`config.mk`:
```
export PLATFORM = sky130hd
export DESIGN_NAME = bus_cycle_ctl
export DESIGN_NICKNAME = d
export VERILOG_FILES = /design/src/rtl/bus_cycle_pkg.sv /design/src/rtl/bus_wait_timer.sv /design/src/rtl/bus_cycle_ctl.sv
export SDC_FILE = /design/constraint.sdc
export NUM_CORES = 1
export LEC_CHECK = 0
export ABC_AREA = 1
export CAP_MARGIN = 20
export CORE_MARGIN = 2
export CORE_UTILIZATION = 30
export DETAILED_ROUTE_END_ITERATION = 8
export MAX_ROUTING_LAYER = met4
export SETUP_SLACK_MARGIN = 0.02
export SLEW_MARGIN = 20
export SYNTH_ARGS = -nofsm -noshare
export SYNTH_HDL_FRONTEND = slang
export SYNTH_SLANG_ARGS = --single-unit
```
`constraint.sdc`:
```
create_clock -name CLK -period 1.9 [get_ports CLK]
set_input_delay 0.38 -clock CLK [delete_from_list [all_inputs] [get_ports CLK]]
set_output_delay 0.38 -clock CLK [all_outputs]
set_load 0.1 [all_outputs]
```
`src/rtl/bus_cycle_pkg.sv`:
```
// Shared types and constants for the CPU-side bus cycle controller.
package bus_cycle_pkg;

   localparam int unsigned ADDR_W = 32;
   localparam int unsigned DATA_W = 32;
   localparam int unsigned BEN_W  = 4;
   localparam int unsigned HALF_W = 16;

   // Active-low byte-enable patterns
   localparam logic [BEN_W-1:0] BEN_NONE = 4'hF;
   localparam logic [BEN_W-1:0] BEN_LO   = 4'b1100;
   localparam logic [BEN_W-1:0] BEN_HI   = 4'b0011;

   typedef enum logic [2:0] {
      ST_IDLE = 3'd0,
      ST_T1   = 3'd1,
      ST_T2   = 3'd2,
      ST_T1B  = 3'd3,
      ST_T2B  = 3'd4,
      ST_DONE = 3'd5
   } bus_state_t;

   // Request latched at acceptance; address kept as a word address
   typedef struct packed {
      logic                  wr;
      logic [ADDR_W-3:0]     a_word;
      logic [BEN_W-1:0]      ben;
      logic [DATA_W-1:0]     wdata;
   } bus_req_t;

   // Byte-lane mask: 8'hFF for every enabled (low) byte enable
   function automatic logic [DATA_W-1:0] ben_mask(input logic [BEN_W-1:0] ben);
      logic [DATA_W-1:0] m;
      m = '0;
      for (int i = 0; i < int'(BEN_W); i++) begin
         m[8*i +: 8] = {8{~ben[i]}};
      end
      return m;
   endfunction

   // Lower halfword fully disabled
   function automatic logic lo_off(input logic [BEN_W-1:0] ben);
      return &(ben | BEN_LO);
   endfunction

   // Upper halfword fully disabled
   function automatic logic hi_off(input logic [BEN_W-1:0] ben);
      return &(ben | BEN_HI);
   endfunction

endpackage

```
`src/rtl/bus_wait_timer.sv`:
```
// Consecutive wait-state counter; flags the wait that reaches the limit.
module bus_wait_timer #(
   parameter int unsigned WAIT_LIMIT = 0
) (
   input  logic clk,
   input  logic rst_n,
   input  logic ce,
   input  logic clr,
   input  logic inc,
   output logic expired_c
);

   // Counter only needs to reach LIMIT-1; the next increment is the expiring one
   localparam int unsigned CNT_W = (WAIT_LIMIT < 2) ? 1 : $clog2(WAIT_LIMIT);
   localparam logic [CNT_W-1:0] LAST = (WAIT_LIMIT == 0) ? '0 : CNT_W'(WAIT_LIMIT - 1);

   logic [CNT_W-1:0] count_q;

   // Wait counter: clear on cycle start, saturate at LAST
   always_ff @(posedge clk) begin
      if (!rst_n) begin
         count_q <= '0;
      end else if (ce) begin
         if (clr) begin
            count_q <= '0;
         end else if (inc && (count_q != LAST)) begin
            count_q <= count_q + CNT_W'(1);
         end
      end
   end

   // Expiry is the wait that would bring the count to WAIT_LIMIT
   assign expired_c = (WAIT_LIMIT != 0) && inc && (count_q == LAST);

endmodule

```
`src/rtl/bus_cycle_ctl.sv`:
```
// CPU-side bus cycle controller: T1/T2 cycles, wait states, 16-bit split.
module bus_cycle_ctl
   import bus_cycle_pkg::*;
#(
   parameter int unsigned WAIT_LIMIT = 0
) (
   input  logic              CLK,
   input  logic              RESn,
   input  logic              CE,
   input  logic              REQ,
   input  logic              REQ_WR,
   input  logic [ADDR_W-1:0] REQ_A,
   input  logic [BEN_W-1:0]  REQ_BEn,
   input  logic [DATA_W-1:0] REQ_WDATA,
   output logic              ACK,
   output logic              ERR,
   output logic [DATA_W-1:0] RDATA,
   output logic              BUSY,
   output logic [ADDR_W-1:0] BUS_A,
   output logic              BUS_DAn,
   output logic [BEN_W-1:0]  BUS_BEn,
   output logic              BUS_RW,
   output logic [DATA_W-1:0] BUS_DO,
   input  logic [DATA_W-1:0] BUS_DI,
   input  logic              BUS_READYn,
   input  logic              BUS_SZRQn
);

   bus_state_t        state_q, state_d;
   bus_req_t          req_q, req_d;
   logic [DATA_W-1:0] rd_buf_q, rd_buf_d;

   logic              ack_d, err_d, busy_d, bus_dan_d, bus_rw_d;
   logic [DATA_W-1:0] rdata_d, bus_do_d;
   logic [ADDR_W-1:0] bus_a_d;
   logic [BEN_W-1:0]  bus_ben_d;
   logic              to_err;

   logic              timer_clr, timer_inc, timer_exp_c;
   logic [DATA_W-1:0] mask_c, first_half_c, dup_hi_c;
   logic              upper_only_c, both_c;
   logic              unused_addr_lsb;

   // Byte address bits below the word are not used on this bus
   assign unused_addr_lsb = ^REQ_A[1:0];

   // Lane helpers derived from the latched request
   assign mask_c       = ben_mask(req_q.ben);
   assign upper_only_c = lo_off(req_q.ben) && !hi_off(req_q.ben);
   assign both_c       = !lo_off(req_q.ben) && !hi_off(req_q.ben);
   assign dup_hi_c     = {req_q.wdata[DATA_W-1:HALF_W], req_q.wdata[DATA_W-1:HALF_W]};

   // First-cycle read steering: a 16-bit slave returns its halfword on DI[15:0]
   always_comb begin
      first_half_c = '0;
      if (BUS_SZRQn) begin
         first_half_c = BUS_DI & mask_c;
      end else if (upper_only_c) begin
         first_half_c = {BUS_DI[HALF_W-1:0], HALF_W'(0)} & mask_c;
      end else begin
         first_half_c = {HALF_W'(0), BUS_DI[HALF_W-1:0]} & mask_c;
      end
   end

   // Waits counted in T2/T2B only; counter restarts on each T1/T1B entry
   assign timer_inc = ((state_q == ST_T2) || (state_q == ST_T2B)) && BUS_READYn;
   assign timer_clr = (state_d == ST_T1) || (state_d == ST_T1B);

   bus_wait_timer #(
      .WAIT_LIMIT(WAIT_LIMIT)
   ) u_wait_timer (
      .clk      (CLK),
      .rst_n    (RESn),
      .ce       (CE),
      .clr      (timer_clr),
      .inc      (timer_inc),
      .expired_c(timer_exp_c)
   );

   // Next state and next registered outputs
   always_comb begin
      state_d   = state_q;
      req_d     = req_q;
      rd_buf_d  = rd_buf_q;
      to_err    = 1'b0;
      rdata_d   = RDATA;
      bus_a_d   = BUS_A;
      bus_ben_d = BUS_BEn;
      bus_rw_d  = BUS_RW;
      bus_do_d  = BUS_DO;

      unique case (state_q)
         ST_IDLE: begin
            if (REQ) begin
               req_d.wr     = REQ_WR;
               req_d.a_word = REQ_A[ADDR_W-1:2];
               req_d.ben    = REQ_BEn;
               req_d.wdata  = REQ_WDATA;
               rd_buf_d     = '0;
               state_d      = (REQ_BEn == BEN_NONE) ? ST_DONE : ST_T1;
            end
         end
         ST_T1: state_d = ST_T2;
         ST_T2: begin
            if (BUS_READYn) begin
               if (timer_exp_c) begin
                  state_d = ST_DONE;
                  to_err  = 1'b1;
               end
            end else begin
               if (!req_q.wr) begin
                  rd_buf_d = first_half_c;
               end
               state_d = (!BUS_SZRQn && both_c) ? ST_T1B : ST_DONE;
            end
         end
         ST_T1B: state_d = ST_T2B;
         ST_T2B: begin
            if (BUS_READYn) begin
               if (timer_exp_c) begin
                  state_d = ST_DONE;
                  to_err  = 1'b1;
               end
            end else begin
               if (!req_q.wr) begin
                  rd_buf_d = {BUS_DI[HALF_W-1:0] & mask_c[DATA_W-1:HALF_W],
                              rd_buf_q[HALF_W-1:0]};
               end
               state_d = ST_DONE;
            end
         end
         ST_DONE: state_d = ST_IDLE;
         default: state_d = ST_IDLE;
      endcase

      ack_d     = (state_d == ST_DONE);
      err_d     = (state_d == ST_DONE) && to_err;
      busy_d    = (state_d != ST_IDLE);
      bus_dan_d = !((state_d == ST_T2) || (state_d == ST_T2B));

      // Read data is published only on a successful completion
      if ((state_d == ST_DONE) && !to_err && !req_d.wr) begin
         rdata_d = rd_buf_d;
      end

      unique case (state_d)
         ST_T1: begin
            bus_a_d   = {req_d.a_word, 2'b00};
            bus_ben_d = req_d.ben;
            bus_rw_d  = ~req_d.wr;
         end
         ST_T1B: begin
            bus_a_d   = {req_q.a_word, 2'b10};
            bus_ben_d = {req_q.ben[3:2], 2'b11};
         end
         ST_T2:   bus_do_d  = upper_only_c ? dup_hi_c : req_q.wdata;
         ST_T2B:  bus_do_d  = dup_hi_c;
         ST_DONE: bus_ben_d = BEN_NONE;
         ST_IDLE: bus_ben_d = BEN_NONE;
         default: bus_ben_d = BEN_NONE;
      endcase
   end

   // State and output registers; CE freezes everything except reset
   always_ff @(posedge CLK) begin
      if (!RESn) begin
         state_q  <= ST_IDLE;
         req_q    <= '0;
         rd_buf_q <= '0;
         ACK      <= 1'b0;
         ERR      <= 1'b0;
         RDATA    <= '0;
         BUSY     <= 1'b0;
         BUS_A    <= '0;
         BUS_DAn  <= 1'b1;
         BUS_BEn  <= BEN_NONE;
         BUS_RW   <= 1'b1;
         BUS_DO   <= '0;
      end else if (CE) begin
         state_q  <= state_d;
         req_q    <= req_d;
         rd_buf_q <= rd_buf_d;
         ACK      <= ack_d;
         ERR      <= err_d;
         RDATA    <= rdata_d;
         BUSY     <= busy_d;
         BUS_A    <= bus_a_d;
         BUS_DAn  <= bus_dan_d;
         BUS_BEn  <= bus_ben_d;
         BUS_RW   <= bus_rw_d;
         BUS_DO   <= bus_do_d;
      end
   end

endmodule

```
==> reports/metrics.yaml <==
die:
  die-area_um2: 32400
  chipHeight_um: 180
  ios: 212
  die_w_um: 180
  num_rows: 64
  core_um2: 30500
  start_util_pct: 30.4
drt:
  viasPerCell: 4.73
  drtAntennaViolNets: 0
  drc: 0
  post_drt_wl_per_cell_um: 14.8
  num_vias: 9683
  first_pass_iters: 5
  drt_wl_total_um: 30400
  drtIter0Drc: 495
sta:
  max_freq_ghz: 0.522
  setup_slack_ns: -0.0153
  fin_crit_ns: 1.92
  rsz0062_at_grt: "yes"
  finalSetupViolations: 2
  skew_ns: 0.0190
  finalHoldViolations: 0
  slew_viol_final: 0
  slew_headroom_pct: 60.2
  tightest_slew_ns: 0.596
  fin_crit_sh_pct: 101
setup_path:
  crit_path_end_kind: "flip-flop"
  start_kind: "flip-flop"
  arrival_ns: 2.32
  critPathKind: "flip-flop to flip-flop"
  cp_max_fo: 11
  worstPathCellList: "nor2_4 -> buf_4 -> nand2_2 -> nand2_4 -> nand2_4 -> nand2_8 -> buf_4 -> nand3_2 -> nor2_4 -> buf_12 -> buf_12 -> clkbuf_16 -> o21ai_0 -> nor2_1"
  cpPeakStageDelay_ns: 0.38
  required_ns: 2.30
  cp_slowest_cell: "dfxtp_4"
logic_synthesis:
  synthSimpleGateAreaFrac_pct: 28.6
  synth_area_um2: 9280
  synth_top_family_by_area: "simple AND/OR/NAND/NOR gates"
  synthAdderAreaFrac_pct: 0
  synth_compound_area_share_pct: 16.7
  synthXorXnorAreaFrac_pct: 0
  yosysSeqAreaShare_pct: 44.2
  yosysWarnings: 0
  yosysTopAreaCell: "dfxtp_1"
  synthCells: 1397
  syn-mean-instance-area_um2: 6.64
  synth-seq-cells: 205
  yosys-top-cells-area: "dfxtp_1 (44%), nand2_1 (12%), nor2_1 (10%), o21ai_0 (7.3%), inv_1 (5.9%)"
  synth_mux_area_share_pct: 0
  yosys.area.top_type_share_pct: 44.2
  synth_cell_types: 29
job:
  max_cap_viol_count: 0
global_route:
  grt_pass1_vias: 8681
  grt_use_met1_pct: 23.3
  use_met2_pct: 27.5
  overflow: 0
  grt_use_met3_pct: 3.40
  grt_pass1_wl_um: 46000
  antenna_found_initial: 1
  busiest_layer: "met2"
  grt_use_total_pct: 17.6
  grt_max_degree: 71
cells_and_area:
  syn_to_final_growth_pct: 49.9
  drive_gt1_share_pct: 18.8
  final_cells: 2047
  layout_commonest_cell: "nand2_1"
  n_fill_cell: 3080
  layout_common_cells: "nand2_1 (284), nor2_1 (237), dfxtp_1 (202)"
  final_nets: 1738
  final_util_pct: 45.6
placement:
  placed_cells: 1977
  hpwlAfterDp_um: 19400
  portBuffers: 207
  gp_congestion: 0.873
clocking:
  root_buffer: "clkbuf_16"
  htree_levels: 1
  clk_latency_ns: 0.52
  cts_buffer_depth: 3
  cts.sinks: 205
  cts_made_buffers: 25
  path_clk_slew_ns: 0.06
  cts_tree: "yes"
power:
  powerDensity_nw_per_um2: 925
  p_leak_nw: 6.29
  vdd_drop_max_mv: 0.573
hold_path:
  hp-class: "input pin to flip-flop"
outcome:
  status: "finished with violations"
  violations: "negative setup slack"
[layout make-up]
cell class                 count  area [um2]  area share (%)
timing repair buffer         295        3370            24.2
sequential                   205        4110            29.5
tap                          396         495            3.56
inverter                     155         598            4.30
antenna                        1        2.50          0.0180
clock inverter                 7        92.6           0.666
clock buffer                  39         758            5.45
multi-input combinational    949        4490            32.2
[routing by layer]
| metal | vias to the layer above | wire [um] |
|---|---|---|
| met4 | 0 | 832 |
| met1 | 4418 | 13500 |
| li1 | 4893 | - |
| met3 | 49 | 2010 |
| met2 | 323 | 14100 |
| met5 | - | 0 |
[critical path, delay by kind of cell (launching register included)]
| kind | cells | cell delay [ns] |
|---|---|---|
| buffers and inverters | 5 | 0.72 |
| and+or+nand+nor | 8 | 0.54 |
| DFF | 1 | 0.38 |
| AOI/OAI and AO/OA | 1 | 0.15 |
[logic make-up (layout without fill, tap and decap cells)]
logic type | after synthesis | after routing
and+or+nand+nor | 656 | 656
buffers and inverters | 244 | 496
AOI/OAI and AO/OA | 291 | 291
DFF | 205 | 205
other | 1 | 3
[state kept, by name, indices dropped and copies added, names as in the netlist, 3 cells and up]
signal    flops
req_q        51
BUS_DO       32
RDATA        32
rd_buf_q     32
BUS_A        31
dup_hi_c     16
BUS_BEn       4
state_q       3
[synthesized netlist by cell type (all sizes together)]
library cell and count:
nand2 310, nor2 257, dfxtp 205, o21ai 154, inv 152, a21oi 104, nand3 84, clkbuf 58
a211oi 32, buf 31, clkinv 3, nand4 2, a31oi 1, conb 1, nand3b 1, nor3 1
nor3b 1
[power by group]
part | internal (mW) | switching [mW] | leakage (nW)
sequential | 4.58 | 0.158 | 1.68
combinational | 1.10 | 2.14 | 4.19
clock | 3.01 | 1.87 | 0.422
total | 8.70 | 4.17 | 6.29
[worst paths after layout]
check                               start  cells after the start  slack [ns]                endpoint
hold reg to reg    req_q[37]$_SDFFE_PN0P_                      2        0.46  req_q[37]$_SDFFE_PN0P_
hold / removal                       RESn                      3        0.32  BUS_DO[6]$_SDFFE_PN0P_
setup reg to reg  state_q[0]$_SDFFE_PN0P_                     14       -0.02  BUS_A[13]$_SDFFE_PN0P_
setup / recovery  state_q[0]$_SDFFE_PN0P_                     14       -0.02  BUS_A[13]$_SDFFE_PN0P_
[stage by stage]
step	area [um2]	hold WS [ns]	TNS, ns	total power [mW]	setup WS (ns)
after floorplan	9280	0.434	0	6.77	0.181
after global placement	12300	0.445	-65.21	7.84	-0.762
after detailed placement	12300	0.446	-48.28	7.85	-0.407
after CTS	13200	0.272	0	12.8	0.000633
after global routing	13900	0.304	-5.45	13.4	-0.106
final	13900	0.321	-0.0170	12.9	-0.0153
[what timing repair did]
action                     4_1_cts  5_1_grt
setup endpoints to repair      117      116
gates cloned                     0       12
setup buffers                    0       11
pin swaps                        0       23
hold buffers                     0        0
gates resized for setup         13       90
(Power assumes the default switching activity.)
